**src/rtl/mdu_pkg.sv**
```systemverilog
// Shared definitions for the multiply/divide unit: op codes, FSM states and sign helpers.
// The control-unit decoder imports the same op codes.
package mdu_pkg;

    localparam int ITER = 32;

    typedef enum logic [2:0] {
        MDU_NONE  = 3'b000,
        MDU_MULT  = 3'b001,
        MDU_MULTU = 3'b010,
        MDU_DIV   = 3'b011,
        MDU_DIVU  = 3'b100,
        MDU_MTHI  = 3'b101,
        MDU_MTLO  = 3'b110
    } mdu_op_e;

    typedef enum logic [1:0] {
        IDLE = 2'd0,
        CALC = 2'd1,
        FIX  = 2'd2
    } mdu_state_e;

    function automatic logic [31:0] abs32(input logic [31:0] x);
        return x[31] ? (~x + 32'd1) : x;
    endfunction

    function automatic logic [63:0] neg64(input logic [63:0] x);
        return ~x + 64'd1;
    endfunction

endpackage

```
**src/rtl/mdu.sv**
```systemverilog
// Iterative MIPS multiply/divide unit with HI/LO registers. Multiplication and division
// share one 64-bit shift register and one 33-bit adder; signs are fixed up in a final cycle.
module mdu
    import mdu_pkg::*;
#(
    parameter int WIDTH = 32,
    parameter int ITER  = mdu_pkg::ITER
) (
    input  logic             clk,
    input  logic             rst,
    input  logic [2:0]       op,
    input  logic [WIDTH-1:0] a,
    input  logic [WIDTH-1:0] b,
    output logic             busy,
    output logic             done,
    output logic [WIDTH-1:0] hi,
    output logic [WIDTH-1:0] lo
);

    localparam int CNT_W = $clog2(ITER);

    mdu_state_e       state_reg, state_next;
    logic [CNT_W-1:0] cnt_reg;
    logic [63:0]      acc_reg;      // {P, M} for multiply, {R, Q} for divide
    logic [31:0]      opd_reg;      // multiplicand or divisor magnitude
    logic             is_div_reg;
    logic             neg_q_reg;    // product / quotient must be negated
    logic             neg_r_reg;    // remainder must be negated
    logic [31:0]      hi_reg, lo_reg;
    logic             done_reg;

    logic             is_signed, start_mul, start_div;
    logic [32:0]      add_x, add_y, add_sum;
    logic [63:0]      step_next, prod_fix;
    logic [31:0]      quot_fix, rem_fix;

    assign is_signed = (op == MDU_MULT) || (op == MDU_DIV);
    assign start_mul = (state_reg == IDLE) && ((op == MDU_MULT) || (op == MDU_MULTU));
    assign start_div = (state_reg == IDLE) && ((op == MDU_DIV) || (op == MDU_DIVU)) && (b != '0);

    // Divide feeds the bit shifted out of R back in as the 33rd bit so divisors >= 2^31 work.
    always_comb begin
        add_x   = is_div_reg ? {acc_reg[63], acc_reg[62:31]} : {1'b0, acc_reg[63:32]};
        add_y   = is_div_reg ? ~{1'b0, opd_reg} : (acc_reg[0] ? {1'b0, opd_reg} : 33'd0);
        add_sum = add_x + add_y + {32'd0, is_div_reg};
        if (is_div_reg)
            step_next = add_sum[32] ? {acc_reg[62:0], 1'b0}
                                    : {add_sum[31:0], acc_reg[30:0], 1'b1};
        else
            step_next = {add_sum, acc_reg[31:1]};
    end

    always_comb begin
        prod_fix = neg_q_reg ? neg64(acc_reg) : acc_reg;
        quot_fix = neg_q_reg ? (~acc_reg[31:0] + 32'd1) : acc_reg[31:0];
        rem_fix  = neg_r_reg ? (~acc_reg[63:32] + 32'd1) : acc_reg[63:32];
    end

    // State register
    always_ff @(posedge clk or posedge rst) begin
        if (rst)
            state_reg <= IDLE;
        else
            state_reg <= state_next;
    end

    // Next-state logic
    always_comb begin
        state_next = state_reg;
        case (state_reg)
            IDLE:    if (start_mul || start_div) state_next = CALC;
            CALC:    if (cnt_reg == CNT_W'(ITER - 1)) state_next = FIX;
            FIX:     state_next = IDLE;
            default: state_next = IDLE;
        endcase
    end

    // Outputs decoded from state
    always_comb begin
        busy = (state_reg != IDLE);
    end

    always_ff @(posedge clk or posedge rst) begin
        if (rst) begin
            cnt_reg    <= '0;
            acc_reg    <= '0;
            opd_reg    <= '0;
            is_div_reg <= 1'b0;
            neg_q_reg  <= 1'b0;
            neg_r_reg  <= 1'b0;
            hi_reg     <= '0;
            lo_reg     <= '0;
            done_reg   <= 1'b0;
        end else begin
            done_reg <= 1'b0;
            case (state_reg)
                IDLE: begin
                    if (op == MDU_MTHI) hi_reg <= a;
                    if (op == MDU_MTLO) lo_reg <= a;
                    if (start_mul || start_div) begin
                        cnt_reg    <= '0;
                        is_div_reg <= start_div;
                        acc_reg    <= {32'd0, start_div ? (is_signed ? abs32(a) : a)
                                                        : (is_signed ? abs32(b) : b)};
                        opd_reg    <= start_div ? (is_signed ? abs32(b) : b)
                                                : (is_signed ? abs32(a) : a);
                        neg_q_reg  <= is_signed && (a[31] ^ b[31]);
                        neg_r_reg  <= is_signed && a[31];
                    end
                end
                CALC: begin
                    acc_reg <= step_next;
                    cnt_reg <= cnt_reg + 1'b1;
                end
                FIX: begin
                    if (is_div_reg) begin
                        hi_reg <= rem_fix;
                        lo_reg <= quot_fix;
                    end else begin
                        hi_reg <= prod_fix[63:32];
                        lo_reg <= prod_fix[31:0];
                    end
                    done_reg <= 1'b1;
                end
                default: ;
            endcase
        end
    end

    assign done = done_reg;
    assign hi   = hi_reg;
    assign lo   = lo_reg;

endmodule

```
**config.mk**
```make
export PLATFORM = sky130hd
export DESIGN_NAME = mdu
export DESIGN_NICKNAME = d
export VERILOG_FILES = /design/src/rtl/mdu_pkg.sv /design/src/rtl/mdu.sv
export SDC_FILE = /design/constraint.sdc
export NUM_CORES = 1
export LEC_CHECK = 0
export ABC_CLOCK_PERIOD_IN_PS = 17500
export BUFFER_PORTS_ARGS = -buffer_cell sky130_fd_sc_hd__buf_2
export CAP_MARGIN = 20
export CORE_ASPECT_RATIO = 1.75
export CORE_MARGIN = 5
export CORE_UTILIZATION = 55
export CTS_CLUSTER_SIZE = 8
export DETAILED_ROUTE_END_ITERATION = 10
export GPL_ROUTABILITY_DRIVEN = 1
export PLACE_DENSITY = 0.86
export SYNTH_ARGS = -nofsm -noshare
export SYNTH_HDL_FRONTEND = slang
export SYNTH_SLANG_ARGS = --single-unit
```
**constraint.sdc**
```tcl
create_clock -name clk -period 17.5 [get_ports clk]
set_clock_uncertainty 0.15 [all_clocks]
set_input_delay 2.625 -clock clk [delete_from_list [all_inputs] [get_ports clk]]
set_output_delay 2.625 -clock clk [all_outputs]
set_load 0.05 [all_outputs]
```
# After elaboration in Yosys (flattened, before gate mapping)
# Index checks and enable logic that the tools add are counted.
# word_totals
reg_bits,171
inputBits,69
wordCells,85
# classes
reduce_logical,19
muxes,28
n_eq_ne,13
n_bitwise,7
addsub,8
# op_table
cell,n
2-to-1 mux 32 bit,13
2-to-1 mux 64 bit,4
"adder 32 x 1 -> 32 bit, second input constant",4
NOT 32 bit,4
case mux 32 bit (2 select lines),2
case mux 64 bit (2 select lines),1
2-to-1 mux 33 bit,2
"adder 64 x 1 -> 64 bit, second input constant",1
NOT 64 bit,1
adder 33 x 1 -> 33 bit,1
adder 33 bit,1
NOT 32 -> 33 bit,1
nonzero test 32 bit,1
case mux 5 bit (2 select lines),1
AND reduction 2 bit,5
"equality test 3 bit, second input constant",3
"equality test 3 x 2 -> 1 bit, second input constant",2
"inequality test 2 x 1 -> 1 bit, second input constant",3
nonzero test 2 bit,3
"adder 5 x 1 -> 5 bit, second input constant",1
"equality test 5 bit, second input constant",1
logical AND 1 bit,5
2-to-1 mux 5 bit,1
logical OR 1 bit,4
other kinds (9),10

# Longest topological paths before layout
# Gate-level depths: netlist of the first run.
# depth
depth_word,7
mapped_depth,18
mapped_depth_nobuf,14

# Worst setup path before layout of the first run
# No wires, ideal clock.
# synth_timing
kind,input-to-reg
startpoint,in b[0]
endpoint,reg acc_reg[19]
path_buffers,2
t_arrival_ps,5051
path_stages,9
path_slack_ps,12173
setup_time_ps,126
path_cell_list,inv_1 > ha_1 > or4b_1 > nor4_2 > nand4_1 > o31a_1 > clkbuf_1 > clkbuf_1 > a221o_1
# synth_via
elab_chain_len,7
elab_cells_between_ends,12
classes_between,1 x add/sub; 1 x eq/ne; 5 x mux; 1 x bitwise; 4 x reduce/logical
# synth_rtl
item,line_no,source
"start, declared",mdu.sv:13,"input logic [WIDTH-1:0] b,"
NOT 32 bit,mdu_pkg.sv:24,return x[31] ? (~x + 32'd1) : x;
adder 32 x 1 -> 32 bit,mdu_pkg.sv:24,
2-to-1 mux 32 bit,mdu_pkg.sv:24,
2-to-1 mux 32 bit,mdu.sv:104,: (is_signed ? abs32(b) : b)};
2-to-1 mux 32 bit,mdu.sv:103,"acc_reg <= {32'd0, start_div ? (is_signed ? abs32(a) : a)"
2-to-1 mux 64 bit,mdu.sv:100,if (start_mul || start_div) begin
case mux 64 bit (2 select lines),mdu.sv:96,case (state_reg)
"end signal, assigned",mdu.sv:103,
"end signal, assigned",mdu.sv:112,acc_reg <= step_next;
"end, declared",mdu.sv:24,logic [63:0] acc_reg;
# Parallel ways exist; a longest one is shown, timed or not. The select of a mux whose other input is x is not followed.
# A chain may end at the register's enable or synchronous reset.

# Worst setup path after layout of the first run
# layout_timing
startpoint,in b[0]
endpoint,reg acc_reg[37]
# layout_via
elab_chain_len,5
# layout_rtl
item,line_no,source
nonzero test 32 bit,mdu.sv:39,assign start_div = (state_reg == IDLE) && ((op == MDU_DIV) || (op == MDU_DIVU)) && (b != '0);
logical AND 1 bit,mdu.sv:39,
logical OR 1 bit,mdu.sv:100,
inequality test 2 x 1 -> 1 bit (no line),--,
AND reduction 2 bit (no line),--,
# Every way passes these cells.

==> metrics, run 1 <==
clk slew on worst S/H paths 0.07 ns; top cell type's share of synthesized area 31.5%; NetSw 0.00200 W; Synth area leader dfrtp_1; CTS sink count 171; Vias 13.6k; largest cells by area after synthesis dfrtp_1 31%, o21ai_0 6.7%, xnor2_1 5.9%; DR WL/cell 25.2 microns; Max Buffers Root-to-Sink 2; area post-placement 14400 sq um; Layout Nets 1787; HPWL Detailed 37.2 mm; Mean Syn Cell Area 8.37 sq um; Die Height 218 microns; Tcrit/Tclk final 34.9%; Finished Cell Area 15100 sq um; die outline area 28100 sq um; Setup Total Neg Slack 0 ns; number of vias per cell 6.78; most frequent cell after synthesis o21ai_0; Hold Path Stages 2; yosys warns 0; Largest register FFs 64; ys flop type dfrtp_1; CTS tree yes; Seq pwr share 24.7%; H-tree depth 4; final WL 50.4 mm; total gr overflow 0; Starting Density 55.4%; run status completed; FF-to-FF path depth 15; first-pass GRT wire length 75.9 mm; switching share of power 52.9%; post-cts gate resize count 0; HP Class reg -> reg; Root Buffer clkbuf_16; I/O pin count 135; n_diodes 0; Peak VDD IR 0.000118 V; Yosys reg bits 171; Residual DRC 0; slowest stage delay, CP 0.50 ns; GRT Util Overall 35.4%; initial antenna violation count 0; FP Rows 76; CP dominant cell by count buf_4; largest net degree at the start of global routing 93; layout cell share with drive strength beyond 1 16.3%; P&R area growth vs syn 10.7%; EDFF count, synth 0; Final Hold Vio Count 0; Critical R2R Launch is_div_reg$_DFFE_PP0P_; slowest stage cell on the critical path or4b_1; fin. max-slew vios 0; # fillers 2108; reg-to-reg slack, setup 12.19 ns; Leak 6.13 nW; synthesized area 13600 sq um; Synthesized Nets 1733; Relative slew margins 24.1%; required time worst endpoint 17.70 ns; FMAX 164 MHz; Slew @ Worst Pin 1.13 ns; RD Place Congestion 1.02; core area 24500 sq um; Hold Buf Count CTS 0; Worst-Skew Late Latency 0.45 ns; max-cap violation count 0; kind of critical path in -> reg; Internal 0.00178 W; post-CTS setup buffers 0; CP cell instances buf_2 -> inv_1 -> ha_1 -> or4b_1 -> nor4_2 -> nand4_1 -> o31a_1 -> buf_4 -> nor3_4 -> buf_4 -> a22oi_1 -> o21ai_0; CP Launch Type input pin; Yosys cell types 74; Final min period 6.10 ns; Post-Syn Instances 1624; RSZ-0062 raised after global routing no; ys async rst share 100%; reg-to-reg endpoint acc_reg[33]$_DFFE_PP0P_; vias in the first global route 13.3k; antenna-violating nets left 0; Die Width 129 microns; WP data arrival 6.30 ns; critical path peak fanout 40; Gate power share 64.3%; total CTS buffers 17; Hold Path End hi[22]$_DFFE_PP0P_; DR pass1 iterations 6; top cells by count, synth 181 x o21ai_0, 171 x dfrtp_1, 161 x nand2_1; port bufs 134; final setup fails 0; total power per unit cell area 251 nW/um^2; sequential area share after synthesis 31.5%; initial DRC count 1650; clock network power share 11.0%; beginning of the worst hold path hi[22]$_DFFE_PP0P_; crit end category flop
## cells in the final DEF (no fill, tap or decap), types with 17 or more instances in the layout
master       n
xor2_1      55
mux2i_1     69
inv_1       19
buf_4       19
o31ai_1     20
xnor2_1     91
a211oi_1    33
mux2_2      67
nor2b_1     17
dfrtp_1    170
nand2_1    161
buf_2      134
clkbuf_16   17
a22oi_1     39
o211ai_1    27
o21ai_0    181
nor2_1     136
ha_1        38
a21oi_1    100
nor3_1      35
## worst max path at each step
stage,endpoint,depth (start not counted),slack [ns],from
after CTS,acc_reg[37]$_DFFE_PP0P_,12,11.46,b[0]
after global placement,acc_reg[41]$_DFFE_PP0P_,12,11.12,b[0]
after global routing,acc_reg[38]$_DFFE_PP0P_,12,11.16,b[0]
after floorplan,acc_reg[0]$_DFFE_PP0P_,1,10.09,rst
final,acc_reg[37]$_DFFE_PP0P_,12,11.40,b[0]
after detailed placement,acc_reg[54]$_DFFE_PP0P_,12,10.99,b[0]
## logic make-up after synthesis
logic type / count (synthesis) / synth area share, %
AO/OA/AOI/OAI: 520 / 24.2
XOR/XNOR: 146 / 9.41
adder cells (fa/ha/maj): 40 / 3.79
buffers and inverters: 140 / 3.99
flip-flops: 171 / 31.5
multiplexers: 136 / 10.6
AND/OR/NAND/NOR: 471 / 16.5
## power groups by stage
stage	clock network [W]	logic (W)	registers, W
6_report	0.000417	0.00243	0.000935
3_5_place_dp	0	0.00238	0.000918
5_1_grt	0.000429	0.00264	0.000947
2_1_floorplan	0	0.00167	0.000977
4_1_cts	0.000414	0.00239	0.000914
3_3_place_gp	0	0.00232	0.000912
## layout make-up
cell class | instances | area [sq um] | area share (%)
Tap cell | 312 | 390 | 2.59
Clock inverter | 14 | 193 | 1.28
Sequential cell | 171 | 4280 | 28.5
Clock buffer | 18 | 439 | 2.92
Multi-Input combinational cell | 1313 | 8810 | 58.5
Inverter | 20 | 80.1 | 0.532
Timing Repair Buffer | 155 | 856 | 5.69
## worst max-delay path: cells and delay by family
family,cells,cell delay [ns]
AO/OA/AOI/OAI,3,0.71
buffers and inverters,4,0.92
adder cells (fa/ha/maj),1,0.18
AND/OR/NAND/NOR,4,1.84
## metal layers
layer | part of all wire [%] | wire [microns] | global-route usage (%)
met1 | 32 | 16200 | 35.9
met2 | 48 | 24400 | 59.1
met3 | 7.9 | 4000 | 7.50
met4 | 12 | 5840 | 32.6
met5 | 0 | 0 | 0
## per-stage QoR
step | utilization [%] | setup slack [ns] | cells | hold WS (ns) | power [W]
after floorplan | - | 10.09 | 1624 | 0.315 | 0.00264
after global placement | 58.6 | 11.12 | 1969 | 0.335 | 0.00323
after detailed placement | 58.6 | 10.99 | 1969 | 0.342 | 0.00330
after CTS | 61.2 | 11.46 | 2001 | 0.359 | 0.00372
after global routing | 61.4 | 11.16 | 2003 | 0.383 | 0.00401
final | 61.4 | 11.40 | 2003 | 0.358 | 0.00378
Note: power is estimated with default switching activity, not from simulation.
==> inputs of run 2 (changes only) <==
Settings changed: ABC_AREA set to 1, ABC_CLOCK_PERIOD_IN_PS 17500 to 5700, PLACE_DENSITY 0.86 to 0.85.
Clock period 17.5 ns to 5.7 ns, I/O delays scaled along.
==> metrics, run 2 <==
commonest non-fill, non-tap cell in the layout nand2_1 (was o21ai_0); post-CTS setup buffers 0 (unchanged); Relative slew margins 29.0% (was 24.1%); initial DRC count 2557 (was 1650); # fillers 3069 (was 2108); Die Height 241 microns (was 218 microns); commonest cells after routing, fill and taps aside 988 x nand2_1, 359 x nor2_1, 355 x inv_1 (was 181 x o21ai_0, 170 x dfrtp_1, 161 x nand2_1); stages on the worst setup path 17 (was 12); yosys warns 0 (unchanged); max-cap violation count 0 (unchanged); Slew @ Worst Pin 1.06 ns (was 1.13 ns); total gr overflow 0 (unchanged); DR WL/cell 23.7 microns (was 25.2 microns); largest net degree at the start of global routing 109 (was 93); Residual DRC 0 (unchanged); Layout Nets 3113 (was 1787); GRT Util Overall 46.6% (was 35.4%); Largest register FFs 64 (unchanged); core area 30200 sq um (was 24500 sq um); HPWL Detailed 61.7 mm (was 37.2 mm); I/O pin count 135 (unchanged); critical path peak fanout 78 (was 40); Synthesized Nets 3062 (was 1733); WP data arrival 4.57 ns (was 6.30 ns); sequential area share after synthesis 25.5% (was 31.5%); layout cell share with drive strength beyond 1 7.56% (was 16.3%); CTS sink count 171 (unchanged); CP Launch Type flop (was input pin); vias in the first global route 19.6k (was 13.3k); Worst Path Buf+Inv 4 (unchanged); largest cells by area after synthesis dfrtp_1 25%, nand2_1 22%, nand3_1 9.2% (was dfrtp_1 31%, o21ai_0 6.7%, xnor2_1 5.9%); number of vias per cell 6.13 (was 6.78); critical path's top delay family simple AND/OR/NAND/NOR gates (unchanged); Final Hold Vio Count 0 (unchanged); ys flop type dfrtp_1 (unchanged); Yosys reg bits 171 (unchanged); antenna-violating nets left 0 (unchanged); Setup Total Neg Slack 0 ns (unchanged); top cells by count, synth 989 x nand2_1, 360 x nor2_1, 357 x inv_1 (was 181 x o21ai_0, 171 x dfrtp_1, 161 x nand2_1); synthesized area 16800 sq um (was 13600 sq um); EDFF count, synth 0 (unchanged); Tcrit/Tclk final 75.5%; CTS tree yes (unchanged); die outline area 34300 sq um (was 28100 sq um); Max Buffers Root-to-Sink 2 (unchanged); Root Buffer clkbuf_16 (unchanged); kind of critical path reg -> reg (was in -> reg); total CTS buffers 17 (unchanged); CP cell instances inv_4 -> buf_4 -> nand2_1 -> nand2_1 -> inv_1 -> ha_1 -> nand2_1 -> nand2_1 -> nand3b_1 -> nand2_1 -> nand2_1 -> nand2_1 -> xor2_1 -> o21ai_0 -> inv_1 -> nand2_1 -> nand2_1 (was buf_2 -> inv_1 -> ha_1 -> or4b_1 -> nor4_2 -> nand4_1 -> o31a_1 -> buf_4 -> nor3_4 -> buf_4 -> a22oi_1 -> o21ai_0); RD Place Congestion 1.12 (was 1.02); FF/Latch Area 4280 sq um (about the same); Mean Syn Cell Area 5.69 sq um (was 8.37 sq um); HP Class in -> async (was reg -> reg); port bufs 134 (unchanged); required time worst endpoint 5.96 ns (was 17.70 ns); slowest stage cell on the critical path xor2_1 (was or4b_1); fin. max-slew vios 0 (unchanged); FP Rows 84 (was 76); area taken by multi-input logic gates 10600 sq um (was 8810 sq um); P&R area growth vs syn 8.61% (was 10.7%); Final min period 4.30 ns; first-pass GRT wire length 118 mm (was 75.9 mm); top cell type's share of synthesized area 25.5% (was 31.5%); Yosys cell types 43 (was 74); crit end category flop (unchanged); Post-Syn Instances 2953 (was 1624); clk slew on worst S/H paths 0.08 ns (was 0.07 ns); FF-to-FF path depth 17 (was 15); slowest stage delay, CP 0.84 ns (was 0.50 ns); most frequent cell after synthesis nand2_1 (was o21ai_0); ys async rst share 100% (unchanged); Starting Density 55.7% (was 55.4%); Hold Buf Count CTS 0 (unchanged); H-tree depth 4 (unchanged); DR pass1 iterations 7 (was 6); post-cts gate resize count 0 (unchanged); RSZ-0062 raised after global routing no (unchanged); Vias 20.9k (was 13.6k); Die Width 142 microns (was 129 microns); final WL 80.7 mm (was 50.4 mm); CP dominant cell by count nand2_1 (was buf_4); FMAX 232 MHz; final setup fails 0 (unchanged); initial antenna violation count 3 (was 0); run status completed (unchanged); Worst-Skew Late Latency 0.47 ns (was 0.45 ns); Synth area leader dfrtp_1 (unchanged)
run 2: cell types whose count changed after synthesis, moves of 20 or more:
| cell | change |
|---|---|
| inv_1 | +337 |
| nor2_1 | +223 |
| a211oi_1 | -33 |
| nor3_1 | -26 |
| buf_2 | +24 |
| clkbuf_1 | -30 |
| nand3_1 | +296 |
| mux2i_1 | -69 |
| a21oi_1 | +91 |
| a22oi_1 | -38 |
| nand2_1 | +828 |
| xnor2_1 | -86 |
| mux2_2 | -67 |
| o31ai_1 | -20 |
run 2: per-stage QoR:
step | worst slack, ns | instance area [sq um] | std cells | util (%) | hold slack [ns]
after detailed placement | 1.60 | 17600 | 3371 | 58.5 | 0.333
after floorplan | 0.0632 | 16800 | 2953 | - | 0.316
after global routing | 1.13 | 18200 | 3404 | 60.5 | 0.374
after global placement | 1.42 | 17600 | 3370 | 58.4 | 0.319
after CTS | 1.63 | 18200 | 3403 | 60.4 | 0.345
final | 1.40 | 18200 | 3405 | 60.5 | 0.326
run 2: per-layer routing:
metal | track usage (%) | part of all wire, % | vias up
met5 | 0 | 0.041 | -
met3 | 12.5 | 10 | 522
met4 | 47.2 | 13 | 4
met1 | 47.7 | 32 | 9505
met2 | 74.4 | 45 | 1350
li1 | - | - | 9493
run 2: worst reg2reg max path: cells and delay by family, from the launching register on:
family / cells / cell delay, ns
and+or+nand+nor: 10 / 1.17
adders and majority gates: 1 / 0.27
AOI/OAI and AO/OA: 1 / 0.21
xor gates and xnor gates: 1 / 0.84
DFF: 1 / 0.43
buffers and inverters: 4 / 1.17
run 2: path summary, 6_finish.rpt:
path,from,end,slack (ns)
worst max-delay path,is_div_reg$_DFFE_PP0P_,acc_reg[40]$_DFFE_PP0P_,1.40
worst min-delay path,rst,hi[13]$_DFFE_PP0P_,0.33
worst max register to register,is_div_reg$_DFFE_PP0P_,acc_reg[40]$_DFFE_PP0P_,1.40
worst min register to register,opd_reg[2]$_DFFE_PP0P_,opd_reg[2]$_DFFE_PP0P_,0.36
max in group asynchronous,rst,acc_reg[19]$_DFFE_PP0P_,3.99
min in group clk,opd_reg[2]$_DFFE_PP0P_,opd_reg[2]$_DFFE_PP0P_,0.36
run 2: layout make-up:
type / count / area share [%]
multi-input cells: 2290 / 58.1
repair buffers: 160 / 4.96
flip-flops and latches: 171 / 23.5
clock buffers: 17 / 2.33
diodes: 1 / 0.0137
well taps: 387 / 2.65
inverters: 364 / 7.53
clock inverters: 15 / 0.946
run 2: cells by family after synthesis:
| family | synth area share, % |
|---|---|
| compound gates | 14.5 |
| buf+inv | 11.5 |
| xor+xnor | 3.23 |
| fa+ha+maj | 3.07 |
| flops | 25.5 |
| simple gates | 42.3 |
Power of run 2 is not shown: default switching activity piles up to over one toggle a cycle in this logic, so the estimate is an artifact.
